[src/rtl/mul_div_unit_pkg.sv]
// Shared types and constants for the multiply/divide unit.
// Op encoding, FSM states and the default datapath width.
package mds_pkg;

    localparam int WIDTH = 32;
    localparam int CNT_W = 5;

    localparam logic OP_MUL = 1'b0;
    localparam logic OP_DIV = 1'b1;

    typedef enum logic [1:0] {
        IDLE,
        RUN,
        FIX,
        DONE
    } state_t;

    // Two's complement magnitude; 0x80000000 maps to itself as unsigned 2^31.
    function automatic logic [WIDTH-1:0] mag(input logic [WIDTH-1:0] x);
        return x[WIDTH-1] ? (~x + 1'b1) : x;
    endfunction

endpackage

[src/rtl/mul_div_unit_if.sv]
// Request/response bundle between the control sequencer and the unit.
// Master drives the request; slave returns status and the 64-bit C value.
interface mul_div_unit_if #(
    parameter int WIDTH = mds_pkg::WIDTH
);
    logic               start;
    logic               op;
    logic [WIDTH-1:0]   a;
    logic [WIDTH-1:0]   b;
    logic               busy;
    logic               done;
    logic               div_by_zero;
    logic [2*WIDTH-1:0] c_out;

    modport master (
        output start, op, a, b,
        input  busy, done, div_by_zero, c_out
    );

    modport slave (
        input  start, op, a, b,
        output busy, done, div_by_zero, c_out
    );
endinterface

[src/rtl/mul_div_unit_step.sv]
// One radix-2 iteration: Booth add/sub + arithmetic shift for MUL,
// restoring shift/subtract on magnitudes for DIV.
module mul_div_step
    import mds_pkg::*;
#(
    parameter int WIDTH = mds_pkg::WIDTH
) (
    input  logic             i_op,
    input  logic [WIDTH:0]   i_acc,
    input  logic [WIDTH-1:0] i_q,
    input  logic             i_q1,
    input  logic [WIDTH:0]   i_m,
    output logic [WIDTH:0]   o_acc,
    output logic [WIDTH-1:0] o_q,
    output logic             o_q1
);

    logic [WIDTH:0] w_sum;
    logic [WIDTH:0] w_shl;
    logic [WIDTH:0] w_diff;

    // Next accumulator/quotient-register values for the selected op.
    always_comb begin
        w_sum  = i_acc;
        w_shl  = '0;
        w_diff = '0;
        o_acc  = i_acc;
        o_q    = i_q;
        o_q1   = 1'b0;
        if (i_op == OP_MUL) begin
            case ({i_q[0], i_q1})
                2'b01:   w_sum = i_acc + i_m;
                2'b10:   w_sum = i_acc - i_m;
                default: w_sum = i_acc;
            endcase
            o_acc = {w_sum[WIDTH], w_sum[WIDTH:1]};
            o_q   = {w_sum[0], i_q[WIDTH-1:1]};
            o_q1  = i_q[0];
        end else begin
            w_shl  = {i_acc[WIDTH-1:0], i_q[WIDTH-1]};
            w_diff = w_shl - i_m;
            if (w_diff[WIDTH]) begin
                o_acc = w_shl;
                o_q   = {i_q[WIDTH-2:0], 1'b0};
            end else begin
                o_acc = w_diff;
                o_q   = {i_q[WIDTH-2:0], 1'b1};
            end
        end
    end

endmodule

[src/rtl/mul_div_unit.sv]
// Multi-cycle signed 32x32 multiply / 32/32 divide feeding Zhigh/Zlow.
// Fixed 33-edge latency from the start edge to the done cycle.
module mul_div_unit
    import mds_pkg::*;
#(
    parameter int WIDTH = mds_pkg::WIDTH,
    parameter int CNT_W = mds_pkg::CNT_W
) (
    input  logic         clock,
    input  logic         clear,
    mul_div_unit_if.slave bus
);

    state_t               r_state;
    state_t               w_next;
    logic [CNT_W-1:0]     r_cnt;
    logic [WIDTH:0]       r_acc;
    logic [WIDTH:0]       r_m;
    logic [WIDTH-1:0]     r_q;
    logic [WIDTH-1:0]     r_a;
    logic                 r_q1;
    logic                 r_op;
    logic                 r_neg_q;
    logic                 r_neg_r;
    logic                 r_bz;
    logic [2*WIDTH-1:0]   r_c;
    logic                 r_dbz;

    logic [WIDTH:0]       w_acc;
    logic [WIDTH-1:0]     w_q;
    logic                 w_q1;
    logic [WIDTH-1:0]     w_quot;
    logic [WIDTH-1:0]     w_rem;
    logic [2*WIDTH-1:0]   w_result;

    mul_div_step #(.WIDTH(WIDTH)) u_step (
        .i_op  (r_op),
        .i_acc (r_acc),
        .i_q   (r_q),
        .i_q1  (r_q1),
        .i_m   (r_m),
        .o_acc (w_acc),
        .o_q   (w_q),
        .o_q1  (w_q1)
    );

    // State register.
    always_ff @(posedge clock or posedge clear) begin
        if (clear) r_state <= IDLE;
        else       r_state <= w_next;
    end

    // Next state: start only counts in IDLE, RUN exits after the last iteration.
    always_comb begin
        w_next = r_state;
        unique case (r_state)
            IDLE:    if (bus.start) w_next = RUN;
            RUN:     if (r_cnt == '0) w_next = FIX;
            FIX:     w_next = DONE;
            DONE:    w_next = IDLE;
            default: w_next = IDLE;
        endcase
    end

    // Sign correction and divide-by-zero substitution applied in FIX.
    always_comb begin
        w_quot   = r_neg_q ? (~r_q + 1'b1) : r_q;
        w_rem    = r_neg_r ? (~r_acc[WIDTH-1:0] + 1'b1) : r_acc[WIDTH-1:0];
        w_result = {w_rem, w_quot};
        if (r_op == OP_MUL)
            w_result = {r_acc[WIDTH-1:0], r_q};
        else if (r_bz)
            w_result = {r_a, {WIDTH{1'b1}}};
    end

    // Operand latch, iteration registers and held result.
    always_ff @(posedge clock or posedge clear) begin
        if (clear) begin
            r_cnt   <= '0;
            r_acc   <= '0;
            r_m     <= '0;
            r_q     <= '0;
            r_a     <= '0;
            r_q1    <= 1'b0;
            r_op    <= 1'b0;
            r_neg_q <= 1'b0;
            r_neg_r <= 1'b0;
            r_bz    <= 1'b0;
            r_c     <= '0;
            r_dbz   <= 1'b0;
        end else begin
            unique case (r_state)
                IDLE: begin
                    if (bus.start) begin
                        r_op    <= bus.op;
                        r_a     <= bus.a;
                        r_cnt   <= CNT_W'(WIDTH - 1);
                        r_acc   <= '0;
                        r_q1    <= 1'b0;
                        r_neg_q <= bus.a[WIDTH-1] ^ bus.b[WIDTH-1];
                        r_neg_r <= bus.a[WIDTH-1];
                        r_bz    <= (bus.b == '0);
                        if (bus.op == OP_DIV) begin
                            r_q <= mag(bus.a);
                            r_m <= {1'b0, mag(bus.b)};
                        end else begin
                            r_q <= bus.a;
                            r_m <= {bus.b[WIDTH-1], bus.b};
                        end
                    end
                end
                RUN: begin
                    r_acc <= w_acc;
                    r_q   <= w_q;
                    r_q1  <= w_q1;
                    if (r_cnt != '0) r_cnt <= r_cnt - 1'b1;
                end
                FIX: begin
                    r_c   <= w_result;
                    r_dbz <= (r_op == OP_DIV) && r_bz;
                end
                default: ;
            endcase
        end
    end

    assign bus.busy        = (r_state == RUN) || (r_state == FIX);
    assign bus.done        = (r_state == DONE);
    assign bus.c_out       = r_c;
    assign bus.div_by_zero = r_dbz;

endmodule

[src/flat_wrapper.sv]
// flat-port wrapper written by rule: the top's interface ports become plain ports
module mul_div_unit_flat import mds_pkg::*;
#(
    parameter int WIDTH = mds_pkg::WIDTH,
    parameter int CNT_W = mds_pkg::CNT_W
)
  (clock, clear, bus_start, bus_op, bus_a, bus_b, bus_busy, bus_done, bus_div_by_zero, bus_c_out);
  mul_div_unit_if #(.WIDTH(WIDTH)) bus_i ();
  input  logic clock;
  input  logic clear;
  input wire logic [$bits(bus_i.start)-1:0] bus_start;
  input wire logic [$bits(bus_i.op)-1:0] bus_op;
  input wire logic [$bits(bus_i.a)-1:0] bus_a;
  input wire logic [$bits(bus_i.b)-1:0] bus_b;
  output wire logic [$bits(bus_i.busy)-1:0] bus_busy;
  output wire logic [$bits(bus_i.done)-1:0] bus_done;
  output wire logic [$bits(bus_i.div_by_zero)-1:0] bus_div_by_zero;
  output wire logic [$bits(bus_i.c_out)-1:0] bus_c_out;
  assign bus_i.start = bus_start;
  assign bus_i.op = bus_op;
  assign bus_i.a = bus_a;
  assign bus_i.b = bus_b;
  assign bus_busy = bus_i.busy;
  assign bus_done = bus_i.done;
  assign bus_div_by_zero = bus_i.div_by_zero;
  assign bus_c_out = bus_i.c_out;
  mul_div_unit #(.WIDTH(WIDTH), .CNT_W(CNT_W)) u_core (.clock(clock), .clear(clear), .bus(bus_i));
endmodule
[config.mk]
export PLATFORM = sky130hd
export DESIGN_NAME = mul_div_unit_flat
export DESIGN_NICKNAME = d
export VERILOG_FILES = /design/src/rtl/mul_div_unit_pkg.sv /design/src/rtl/mul_div_unit_if.sv /design/src/rtl/mul_div_unit_step.sv /design/src/rtl/mul_div_unit.sv /design/src/flat_wrapper.sv
export SDC_FILE = /design/constraint.sdc
export NUM_CORES = 1
export LEC_CHECK = 0
export ABC_CLOCK_PERIOD_IN_PS = 8900
export BUFFER_PORTS_ARGS = -buffer_cell sky130_fd_sc_hd__buf_2
export CORE_MARGIN = 5
export CORE_UTILIZATION = 30
export CTS_CLUSTER_SIZE = 25
export DETAILED_ROUTE_END_ITERATION = 16
export MAX_ROUTING_LAYER = met4
export PLACE_DENSITY = 0.48
export SYNTH_ARGS = -nofsm -noshare
export SYNTH_HDL_FRONTEND = slang
export SYNTH_SLANG_ARGS = --single-unit
[constraint.sdc]
create_clock -name clock -period 8.9 [get_ports clock]
set_input_delay 1.335 -clock clock [delete_from_list [all_inputs] [get_ports clock]]
set_output_delay 1.335 -clock clock [all_outputs]
set_load 0.01 [all_outputs]
==> key figures <==
Status
  – Result of the run: completed

Placement
  – Quantity of I/O buffers inserted on ports: between 100 and 150
  – Weighted congestion at the end of routability-driven global placement: roughly 0.9
  – Detailed-placement wirelength estimate: 42.4 mm

Logic synthesis
  – Biggest area consumer among synthesized cells: sky130_fd_sc_hd__dfrtp_1
  – Ranking of synthesized cells by area: sky130_fd_sc_hd__dfrtp_1 32%, sky130_fd_sc_hd__o21ai_0 7.1%, sky130_fd_sc_hd__xnor2_1 6.1%
  – Mean area per synthesized cell: 8.06 um^2
  – Fraction of registers with async set or reset after synthesis: 1.00
  – Mapped cell area: approximately 16,000 um^2
  – Fraction of the yosys area taken by sequential cells: 0.319
  – Synth Register Bits: between 200 and 250
  – Proportion of netlist area held by the largest area contributor: 0.319
  – Yosys Warn Count: 0
  – Predominant post-synthesis flop cell: sky130_fd_sc_hd__dfrtp_1
  – Number of unique standard cell types used by synthesis: 78
  – Post-Synthesis Cells: about 2,000
  – Number of flops mapped to enable cells by yosys: 0
  – Post-Syn Nets: about 2,200

Critical path
  – WP data arrival: 5.55 ns
  – Critical Path RT: about 9.4 ns
  – Number of buffers and inverters on the critical path: 0
  – Slowest CP cell: sky130_fd_sc_hd__ha_2
  – Slack of the worst reg-to-reg path: between 3 and 4 ns
  – Category of the most critical setup path: register to register
  – Max incr delay on CP: roughly 0.65 ns
  – Maximum net fanout on the critical path: 32
  – Kind of capture point of the worst setup path: register
  – Crit path cell chain: ha_2 > a31o_2 > and3_1 > a31oi_1 > xnor2_1 > ha_1 > nand2_1 > nor2_1 > nand4_1 > a31oi_1 > o221ai_1 > o21ai_1 > a211oi_1 > a311oi_1 > mux2_2 > a221o_1
  – Startpoint types: register
  – Cell repeated most along the worst path: sky130_fd_sc_hd__a31oi_1
  – Top Family by Delay on Critical Path: compound AO/OA/AOI/OAI gates

Route
  – Met2 Wirelength: about 25 mm
  – First-pass iteration count of the detailed router: 5
  – Length of routed wiring on met1: roughly 28 mm
  – DR DRC count: 0
  – Detail Route Antenna Nets: 0
  – Mean routed wirelength per cell: around 20 um
  – WL final: 56.2 mm
  – Highest routed layer: met4
  – DR vias: around 15,000
  – Drt initial violations: approximately 1,200
  – Total met3 wirelength after detailed routing: ~2.7 mm
  – Post-detailed-route via-to-cell ratio: 5.43

Clock network
  – Maximum level of the CTS H-tree: 1
  – Cts hold-fix bufs: 0
  – Clock input transition at the sequential cells of the worst setup and hold paths: ~0.06 ns
  – TritonCTS clock tree: done
  – CTS Root Cell: sky130_fd_sc_hd__clkbuf_16
  – Number of buffers created by CTS: 27
  – Clock tree buffer depth: 3
  – Clock sink total: between 200 and 250
  – Total of cells resized after clock tree synthesis: 0
  – Post-CTS setup-driven buffer insertion count: 0
  – Skew-Pair Late Insertion Delay: 0.58 ns

STA
  – Final Setup Violations: 0
  – Fraction of the cycle the final worst path needs: 0.572
  – Largest clock skew in the final design: ~0.010 ns
  – Endpoints failing hold: 0
  – Total negative slack: 0 ns
  – Achievable clock frequency: just under 200 MHz
  – Worst slack on hold paths: 0.474 ns
  – Final worst path period need: 5.09 ns
  – Setup repair after global routing missed its margin: false
  – Number of slew-limit violations in the final report: 0
  – Worst-case headroom to the max-slew limit: 0.343
  – Transition time at the pin with the least slew margin: about 0.98 ns

Pwr
  – IR Drop Worst-Case VDD: ~230 uV
  – Static Leakage: 7.94 nW
  – P per Cell Area: between 400 and 500 nW/um^2

Min path
  – Classification of the worst-slack hold path: register to register

Final layout
  – Post-Route Utilization: 0.342
  – FILL cells: roughly 5,700
  – # nets final: between 2,000 and 2,500
  – Fraction of final layout cells sized beyond drive strength 1: 0.133
  – Layout overhead on the synthesized area: 13.4%

GRT
  – Largest net degree at the start of global routing: 76
  – Via count of the first global-routing pass: roughly 14,000
  – Initial antenna violation count: 1
  – Aggregate global routing overflow: 0
  – Overall global routing resource usage: 0.189
  – Global-route wire length before repair: slightly below 90 mm

Die
  – I/O pin count: between 100 and 150
  – Floorplan core area: around 54,000 um^2
  – Num rows: 85
  – Die width: ~240 um
  – Starting density of the core: 0.302
  – Die outline area: 58,700 um^2
  – Height of the die: between 200 and 250 um

Flow run
  – # Max-Cap Violations: 0
-- stage by stage --
step / instance area, um^2 / setup slack [ns] / instances / total power (W)
after floorplan: 16200 / 1.94 / 2007 / 0.00605
after global placement: 17400 / 4.01 / 2730 / 0.00763
after detailed placement: 17400 / 3.89 / 2730 / 0.00766
after CTS: 18300 / 3.89 / 2780 / 0.00886
after global routing: 18300 / 3.55 / 2781 / 0.00964
final: 18300 / 3.81 / 2781 / 0.00886
-- cell type report --
cell class	instances	area [um^2]	share of cell area
multi-input cells	1592	10200	0.558
flip-flops and latches	206	5160	0.281
well taps	696	871	0.0475
clock buffers	42	862	0.0470
repair buffers	151	798	0.0435
inverters	85	327	0.0178
clock inverters	8	87.6	0.00477
diodes	1	2.50	0.000136
-- worst register-to-register path: stages (launching register included) --
cell and delay (ns):
sky130_fd_sc_hd__dfrtp_1 0.49, sky130_fd_sc_hd__ha_2 0.65, sky130_fd_sc_hd__a31o_2 0.34, sky130_fd_sc_hd__and3_1 0.27, sky130_fd_sc_hd__a31oi_1 0.12, sky130_fd_sc_hd__xnor2_1 0.16, sky130_fd_sc_hd__ha_1 0.44, sky130_fd_sc_hd__nand2_1 0.12
sky130_fd_sc_hd__nor2_1 0.10, sky130_fd_sc_hd__nand4_1 0.10, sky130_fd_sc_hd__a31oi_1 0.24, sky130_fd_sc_hd__o221ai_1 0.32, sky130_fd_sc_hd__o21ai_1 0.55, sky130_fd_sc_hd__a211oi_1 0.16, sky130_fd_sc_hd__a311oi_1 0.26, sky130_fd_sc_hd__mux2_2 0.38
sky130_fd_sc_hd__a221o_1 0.26
-- logic make-up (layout without fill, tap and decap cells) --
logic type | after synthesis | in the layout | share of synthesized area
buffers and inverters | 209 | 286 | 0.0505
and+or+nand+nor | 580 | 580 | 0.164
DFF | 206 | 206 | 0.319
adders and majority gates | 78 | 78 | 0.0613
AOI/OAI and AO/OA | 669 | 669 | 0.251
other | 0 | 1 | 0
xor gates and xnor gates | 173 | 173 | 0.0937
muxes | 92 | 92 | 0.0607
-- final timing paths --
path,from,to,depth (start not counted)
worst max-delay path,u_core.r_q[0],u_core.r_acc[31],16
worst min-delay path,u_core.r_q1,u_core.r_q1,2
worst max register to register,u_core.r_q[0],u_core.r_acc[31],16
worst min register to register,u_core.r_q1,u_core.r_q1,2
max in group asynchronous,clear,u_core.r_q[17],3
min in group asynchronous,clear,u_core.r_acc[27],2
-- placed cells by master, fill, tap and decap left out, types with 19 or more instances in the layout --
| master | instances |
|---|---|
| sky130_fd_sc_hd__a211oi_1 | 20 |
| sky130_fd_sc_hd__a21o_1 | 34 |
| sky130_fd_sc_hd__a21oi_1 | 187 |
| sky130_fd_sc_hd__a31oi_1 | 27 |
| sky130_fd_sc_hd__buf_2 | 134 |
| sky130_fd_sc_hd__clkbuf_16 | 27 |
| sky130_fd_sc_hd__dfrtp_1 | 204 |
| sky130_fd_sc_hd__ha_1 | 73 |
| sky130_fd_sc_hd__inv_1 | 81 |
| sky130_fd_sc_hd__mux2_2 | 49 |
| sky130_fd_sc_hd__mux2i_1 | 43 |
| sky130_fd_sc_hd__nand2_1 | 243 |
| sky130_fd_sc_hd__nand3_1 | 24 |
| sky130_fd_sc_hd__nor2_1 | 137 |
| sky130_fd_sc_hd__nor3_1 | 51 |
| sky130_fd_sc_hd__nor4_1 | 19 |
| sky130_fd_sc_hd__o21ai_0 | 228 |
| sky130_fd_sc_hd__o31ai_1 | 25 |
| sky130_fd_sc_hd__xnor2_1 | 113 |
| sky130_fd_sc_hd__xor2_1 | 60 |
-- registers in the layout, indices dropped and copies added, names as in the netlist, 2 cells and up --
| register | count |
|---|---|
| u_core.bus.c_out | 64 |
| u_core.r_acc | 33 |
| u_core.r_m | 33 |
| u_core.r_q | 32 |
| u_core.r_a | 31 |
| u_core.r_cnt | 5 |
| u_core.r_state | 2 |
-- cells in the mapped netlist, types with 25 or more instances --
master                     instances
sky130_fd_sc_hd__nand2_1         244
sky130_fd_sc_hd__o21ai_0         229
sky130_fd_sc_hd__dfrtp_1         206
sky130_fd_sc_hd__a21oi_1         189
sky130_fd_sc_hd__nor2_1          137
sky130_fd_sc_hd__xnor2_1         113
sky130_fd_sc_hd__clkbuf_1         98
sky130_fd_sc_hd__inv_1            82
sky130_fd_sc_hd__ha_1             76
sky130_fd_sc_hd__xor2_1           60
sky130_fd_sc_hd__nor3_1           51
sky130_fd_sc_hd__mux2_2           49
sky130_fd_sc_hd__mux2i_1          43
sky130_fd_sc_hd__a21o_1           34
sky130_fd_sc_hd__a31oi_1          27
sky130_fd_sc_hd__o31ai_1          25
-- metal layers --
metal  vias to the layer above  track usage
met5                         -            -
met1                      7307        0.280
met4                         0       0.0316
met3                        52       0.0206
met2                       411        0.285
li1                       7330            -
-- power by group --
part           internal (W)  switching [W]  leakage (nW)
sequential          0.00138       0.000602          2.51
combinational       0.00228        0.00344          4.95
clock              0.000696       0.000462         0.477
total               0.00436        0.00450          7.94
Power figures use the tool's default switching activity.
